### config.mk
export PLATFORM = sky130hd
export DESIGN_NAME = imm_gen_pipe
export DESIGN_NICKNAME = d
export VERILOG_FILES = /design/src/rtl/imm_gen_pipe.sv
export SDC_FILE = /design/constraint.sdc
export NUM_CORES = 1
export LEC_CHECK = 0
export CORE_UTILIZATION = 45
export CTS_CLUSTER_DIAMETER = 200
export DETAILED_ROUTE_END_ITERATION = 8
export GPL_TIMING_DRIVEN = 0
export PLACE_DENSITY = 0.74
export SLEW_MARGIN = 10
export SYNTH_ARGS = -nofsm -noshare
export SYNTH_HDL_FRONTEND = slang
export SYNTH_SLANG_ARGS = --single-unit
### constraint.sdc
create_clock -name clk -period 4.3 [get_ports clk]
set_clock_uncertainty 0.1 [all_clocks]
set_input_delay 0.86 -clock clk [delete_from_list [all_inputs] [get_ports clk]]
set_output_delay 0.86 -clock clk [all_outputs]
set_load 0.01 [all_outputs]
### src/rtl/imm_gen_pipe.sv
// ============================================================================
// imm_gen_pipe: registered RV32/RV64 immediate generator behind a 2-entry skid buffer.
// Optional macro IMM_GEN_STATS_EN adds the stat_illegal_cnt output.
// Revision: 1.0
// ============================================================================
`default_nettype none

module imm_gen_pipe #(
  parameter int XLEN  = 64,
  parameter int TAG_W = 8
) (
  input  logic             clk,
  input  logic             reset_n,
  input  logic             in_valid,
  output logic             in_ready,
  input  logic [31:0]      in_instr,
  input  logic [TAG_W-1:0] in_tag,
  output logic             out_valid,
  input  logic             out_ready,
  output logic [XLEN-1:0]  out_imm,
  output logic [2:0]       out_fmt,
  output logic             out_illegal,
  output logic [TAG_W-1:0] out_tag
`ifdef IMM_GEN_STATS_EN
  ,
  output logic [15:0]      stat_illegal_cnt
`endif
);

  localparam logic [2:0] FMT_R   = 3'd0;
  localparam logic [2:0] FMT_I   = 3'd1;
  localparam logic [2:0] FMT_S   = 3'd2;
  localparam logic [2:0] FMT_B   = 3'd3;
  localparam logic [2:0] FMT_U   = 3'd4;
  localparam logic [2:0] FMT_J   = 3'd5;
  localparam logic [2:0] FMT_SH  = 3'd6;
  localparam logic [2:0] FMT_ILL = 3'd7;

  typedef enum logic [1:0] {
    S_EMPTY = 2'd0,
    S_ONE   = 2'd1,
    S_TWO   = 2'd2
  } state_t;

  // ---------------- input-side decode ----------------
  logic [6:0]  opcode;
  logic [2:0]  funct3;
  logic        is_shift_f3;
  logic [63:0] dec_imm64;
  logic [2:0]  dec_fmt;
  logic        dec_ill;
  logic [XLEN-1:0] dec_imm;

  assign opcode      = in_instr[6:0];
  assign funct3      = in_instr[14:12];
  assign is_shift_f3 = (funct3 == 3'b001) || (funct3 == 3'b101);

  // Immediates are built at 64 bits and truncated so one table serves both XLENs.
  always_comb begin
    dec_imm64 = 64'd0;
    dec_fmt   = FMT_ILL;
    dec_ill   = 1'b1;
    case (opcode)
      7'b0000011, 7'b1100111, 7'b1110011: begin
        dec_imm64 = {{52{in_instr[31]}}, in_instr[31:20]};
        dec_fmt   = FMT_I;
        dec_ill   = 1'b0;
      end
      7'b0010011: begin
        dec_ill = 1'b0;
        if (is_shift_f3) begin
          dec_fmt = FMT_SH;
          if (XLEN == 64) dec_imm64 = {58'd0, in_instr[25:20]};
          else            dec_imm64 = {59'd0, in_instr[24:20]};
        end else begin
          dec_fmt   = FMT_I;
          dec_imm64 = {{52{in_instr[31]}}, in_instr[31:20]};
        end
      end
      7'b0011011: begin
        if (XLEN == 64) begin
          dec_ill = 1'b0;
          if (is_shift_f3) begin
            dec_fmt   = FMT_SH;
            dec_imm64 = {59'd0, in_instr[24:20]};
          end else begin
            dec_fmt   = FMT_I;
            dec_imm64 = {{52{in_instr[31]}}, in_instr[31:20]};
          end
        end
      end
      7'b0100011: begin
        dec_imm64 = {{52{in_instr[31]}}, in_instr[31:25], in_instr[11:7]};
        dec_fmt   = FMT_S;
        dec_ill   = 1'b0;
      end
      7'b1100011: begin
        dec_imm64 = {{51{in_instr[31]}}, in_instr[31], in_instr[7],
                     in_instr[30:25], in_instr[11:8], 1'b0};
        dec_fmt   = FMT_B;
        dec_ill   = 1'b0;
      end
      7'b0110111, 7'b0010111: begin
        dec_imm64 = {{32{in_instr[31]}}, in_instr[31:12], 12'd0};
        dec_fmt   = FMT_U;
        dec_ill   = 1'b0;
      end
      7'b1101111: begin
        dec_imm64 = {{43{in_instr[31]}}, in_instr[31], in_instr[19:12],
                     in_instr[20], in_instr[30:21], 1'b0};
        dec_fmt   = FMT_J;
        dec_ill   = 1'b0;
      end
      7'b0110011: begin
        dec_fmt = FMT_R;
        dec_ill = 1'b0;
      end
      7'b0111011: begin
        if (XLEN == 64) begin
          dec_fmt = FMT_R;
          dec_ill = 1'b0;
        end
      end
      default: begin
        dec_imm64 = 64'd0;
        dec_fmt   = FMT_ILL;
        dec_ill   = 1'b1;
      end
    endcase
  end

  assign dec_imm = dec_imm64[XLEN-1:0];

  // ---------------- skid buffer ----------------
  state_t            state_q, state_d;
  logic              in_ready_q, in_ready_d;
  logic              out_valid_q, out_valid_d;
  logic [XLEN-1:0]   out_imm_q, out_imm_d;
  logic [2:0]        out_fmt_q, out_fmt_d;
  logic              out_ill_q, out_ill_d;
  logic [TAG_W-1:0]  out_tag_q, out_tag_d;
  logic [XLEN-1:0]   skid_imm_q, skid_imm_d;
  logic [2:0]        skid_fmt_q, skid_fmt_d;
  logic              skid_ill_q, skid_ill_d;
  logic [TAG_W-1:0]  skid_tag_q, skid_tag_d;

  logic in_fire;
  logic out_fire;

  assign in_fire  = in_valid & in_ready_q;
  assign out_fire = out_valid_q & out_ready;

  always_comb begin
    state_d    = state_q;
    out_imm_d  = out_imm_q;
    out_fmt_d  = out_fmt_q;
    out_ill_d  = out_ill_q;
    out_tag_d  = out_tag_q;
    skid_imm_d = skid_imm_q;
    skid_fmt_d = skid_fmt_q;
    skid_ill_d = skid_ill_q;
    skid_tag_d = skid_tag_q;
    case (state_q)
      S_EMPTY: begin
        if (in_fire) begin
          out_imm_d = dec_imm;
          out_fmt_d = dec_fmt;
          out_ill_d = dec_ill;
          out_tag_d = in_tag;
          state_d   = S_ONE;
        end
      end
      S_ONE: begin
        if (in_fire && !out_fire) begin
          skid_imm_d = dec_imm;
          skid_fmt_d = dec_fmt;
          skid_ill_d = dec_ill;
          skid_tag_d = in_tag;
          state_d    = S_TWO;
        end else if (out_fire && !in_fire) begin
          state_d = S_EMPTY;
        end else if (in_fire && out_fire) begin
          out_imm_d = dec_imm;
          out_fmt_d = dec_fmt;
          out_ill_d = dec_ill;
          out_tag_d = in_tag;
        end
      end
      S_TWO: begin
        if (out_fire) begin
          out_imm_d = skid_imm_q;
          out_fmt_d = skid_fmt_q;
          out_ill_d = skid_ill_q;
          out_tag_d = skid_tag_q;
          state_d   = S_ONE;
        end
      end
      default: state_d = S_EMPTY;
    endcase
    // Handshake flags are registered copies of the next state's decode.
    in_ready_d  = (state_d != S_TWO);
    out_valid_d = (state_d != S_EMPTY);
  end

  always_ff @(posedge clk or negedge reset_n) begin
    if (!reset_n) begin
      state_q     <= S_EMPTY;
      in_ready_q  <= 1'b1;
      out_valid_q <= 1'b0;
      out_imm_q   <= '0;
      out_fmt_q   <= FMT_R;
      out_ill_q   <= 1'b0;
      out_tag_q   <= '0;
      skid_imm_q  <= '0;
      skid_fmt_q  <= FMT_R;
      skid_ill_q  <= 1'b0;
      skid_tag_q  <= '0;
    end else begin
      state_q     <= state_d;
      in_ready_q  <= in_ready_d;
      out_valid_q <= out_valid_d;
      out_imm_q   <= out_imm_d;
      out_fmt_q   <= out_fmt_d;
      out_ill_q   <= out_ill_d;
      out_tag_q   <= out_tag_d;
      skid_imm_q  <= skid_imm_d;
      skid_fmt_q  <= skid_fmt_d;
      skid_ill_q  <= skid_ill_d;
      skid_tag_q  <= skid_tag_d;
    end
  end

  assign in_ready    = in_ready_q;
  assign out_valid   = out_valid_q;
  assign out_imm     = out_imm_q;
  assign out_fmt     = out_fmt_q;
  assign out_illegal = out_ill_q;
  assign out_tag     = out_tag_q;

`ifdef IMM_GEN_STATS_EN
  logic [15:0] ill_cnt_q, ill_cnt_d;

  always_comb begin
    ill_cnt_d = ill_cnt_q;
    if (out_fire && out_ill_q && (ill_cnt_q != 16'hFFFF)) begin
      ill_cnt_d = ill_cnt_q + 16'd1;
    end
  end

  always_ff @(posedge clk or negedge reset_n) begin
    if (!reset_n) begin
      ill_cnt_q <= 16'd0;
    end else begin
      ill_cnt_q <= ill_cnt_d;
    end
  end

  assign stat_illegal_cnt = ill_cnt_q;
`endif

endmodule

`default_nettype wire

==> flow_summary.toml <==
[cts]
clk_latency_ns = 0.36
tritoncts = "yes"
cts_inserted_buffers = 9
cts_root_buffer = "clkbuf_8"
cts.sinks = 92
post_cts_buffers = 0
htreeDepth = 3
cts-hold-fix-buffers = 0
cts_resized = 0
clk_path_buf_depth = 2
path_clk_slew_ns = 0.10

[synthesis]
yosysMostFrequentCell = "nand2_1"
yosysWarnings = 0
synthDominantCellAreaShare_pct = 47.6
syn-num-nets = 575
yosysSeqAreaShare_pct = 48.1
async_reset_ff_share_pct = 100
synth_ff_type = "dfrtp_1"
synth_edf_count = 0
synth.cell_area_um2 = 4780
synthTopCellsByArea = "dfrtp_1 (48%), nand2_1 (7.3%), a21oi_1 (5.9%)"
netlist_instances = 531
ys_seq_elements = 92
synth_common_cells = "nand2_1 (93), dfrtp_1 (91), nor2_1 (67)"
synth_area_per_cell_um2 = 9.01
synthDistinctLibCells = 55
yosys.area.top_type = "dfrtp_1"

[finish]
design_area_um2 = 6350
diodes = 0
area_growth_syn_to_layout_pct = 32.7
drive_gt1_share_pct = 14.3
nNetsFinal = 705
final_cells = 802

[critical_path]
cp-end-kind = "primary output"
startpoint = "out_imm[62]$_DFFE_PN0P_"
worstPathRequired_ns = 3.34
arrival_ns = 2.09
crit_fanout = 34
rr_worst_depth = 6
slowest_delay_ns = 0.96
crit_slowest_cell = "dfrtp_1"
path_cells = "buf_4 -> clkdlybuf4s50_1"
worstSetupPathType = "flop to primary output"
cp-start-kind = "flop"
timing.rr.end = "out_imm[14]$_DFFE_PN0P_"
worstReg2RegStart = "state_q[1]$_DFF_PN0_"
r2r_setup_slack_ns = 2.13
crit_end = "out_imm[33]"

[pwr]
ir_drop_mv = 0.292
powerDensity_nw_per_um2 = 663
power_uw = 4210
power_leakage_uw = 0.00277

[floorplanning]
num_rows = 37
die_y_um = 105
dieArea_um2 = 11000
die_w_um = 105
core-area_um2 = 10300
initial_utilization_pct = 46.3
pin_count = 122

[placement]
placed_area_um2 = 6150
post-dp-hpwl_mm = 9.48
place_inst = 786
io_buffers = 118
gp_congestion = 0.903

[timing]
fin_setup_tns_ns = 0
final.min_clock_period_ns = 3.05
drv_slew = 0
hold_viol_final = 0
final.period_utilization_pct = 70.9
max_slew_margin_pct = 38.7
rsz0062_at_grt = "no"
fmax_ghz = 0.328
tightestPinTransition_ns = 0.919
setup_viol_count_final = 0

[grt]
grt_first_pass_wirelength_mm = 21.6
grt_pass1_vias = 4328
antenna_found_initial = 0
grt-ovfl-total = 0
grt_max_degree = 55
grt_use_total_pct = 24.5

[hold_path]
hold_class = "flop to flop"
holdPathStages = 2

[routing]
wirelength_mm = 12.9
ant_nets = 0
drc = 0
drt_first_pass_iters = 5
wl_per_cell_um = 16.1
viasPerCell = 5.54
drt_iter0_drc = 275
via_count = 4447

[outcome]
outcome = "finished clean"

[run]
drv_cap = 0
==> sequential cells by signal (all words and copies together) (netlist names), 2 cells and up <==
name and count:
skid_tag_q 8, skid_imm_q 32, out_imm 32, out_fmt 3, state_q 2, skid_fmt_q 3
out_tag 8
==> how the worst min path moves through the flow <==
stage / startpoint / end
finish: skid_imm_q[10]$_DFFE_PN0P_ / skid_imm_q[10]$_DFFE_PN0P_
floorplan: skid_imm_q[10]$_DFFE_PN0P_ / skid_imm_q[10]$_DFFE_PN0P_
CTS: skid_imm_q[10]$_DFFE_PN0P_ / skid_imm_q[10]$_DFFE_PN0P_
global route: skid_imm_q[7]$_DFFE_PN0P_ / skid_imm_q[7]$_DFFE_PN0P_
detailed placement: skid_imm_q[10]$_DFFE_PN0P_ / skid_imm_q[10]$_DFFE_PN0P_
global placement: skid_imm_q[10]$_DFFE_PN0P_ / skid_imm_q[10]$_DFFE_PN0P_
==> kinds of logic (layout without fill, tap and decap cells) <==
kind of cell / count (synthesis) / in the layout / share of synthesized area [%]
DFF: 92 / 92 / 48.1
AOI/OAI and AO/OA: 152 / 152 / 22.2
muxes: 3 / 3 / 0.654
buffers and inverters: 73 / 208 / 9.47
and+or+nand+nor: 211 / 211 / 19.5
==> through the flow <==
| stage | utilization (%) | hold WS [ns] | setup WS (ns) |
|---|---|---|---|
| final | 61.5 | 0.370 | 1.25 |
| after CTS | 61.5 | 0.372 | 1.20 |
| after floorplan | - | 0.330 | 2.01 |
| after detailed placement | 59.6 | 0.347 | 1.33 |
| after global placement | 59.4 | 0.341 | -1.04 |
| after global routing | 61.5 | 0.385 | 1.09 |
==> per-layer routing <==
layer | global-route usage [%] | vias to the layer above | wire, µm
met4 | 6.04 | 0 | 153
met2 | 39.3 | 225 | 6000
met3 | 4.49 | 17 | 966
met5 | 0 | - | 0
li1 | - | 2100 | -
met1 | 34.5 | 2105 | 5770
==> critical path, delay by kind of cell, from the launching register on <==
kind,cells,cell delay (ns)
buffers and inverters,2,0.77
flip-flops,1,0.96
==> placed cells by master, fill, tap and decap left out, drive strengths merged, types with 2 or more instances in the layout <==
cell	instances
a211oi	11
a21boi	3
a21o	3
a21oi	56
a221o	5
a22oi	4
a31oi	24
and2	2
and3	9
and4	3
buf	57
clkbuf	25
clkdlybuf4s50	117
clkinv	4
dfrtp	91
inv	4
mux2i	2
nand2	93
nand3	10
nand3b	2
nand4	3
nor2	67
nor2b	3
nor3	12
o211ai	2
o21ai	22
o22ai	7
o41ai	11
==> power breakdown <==
| part | internal, µW | switching (µW) | leakage, µW |
|---|---|---|---|
| combinational | 1160 | 982 | 0.00154 |
| clock | 236 | 329 | 0.0000958 |
| sequential | 1240 | 259 | 0.00114 |
| total | 2640 | 1570 | 0.00277 |
==> cell type report <==
class,count,area (µm²)
fill,894,3970
sequential,92,2300
multi-input combinational,366,2030
timing repair buffer,119,1200
buffer,70,442
tap,136,170
clock buffer,10,138
clock inverter,6,58.8
inverter,3,11.3
No activity file was read; power rests on OpenSTA's default activity.
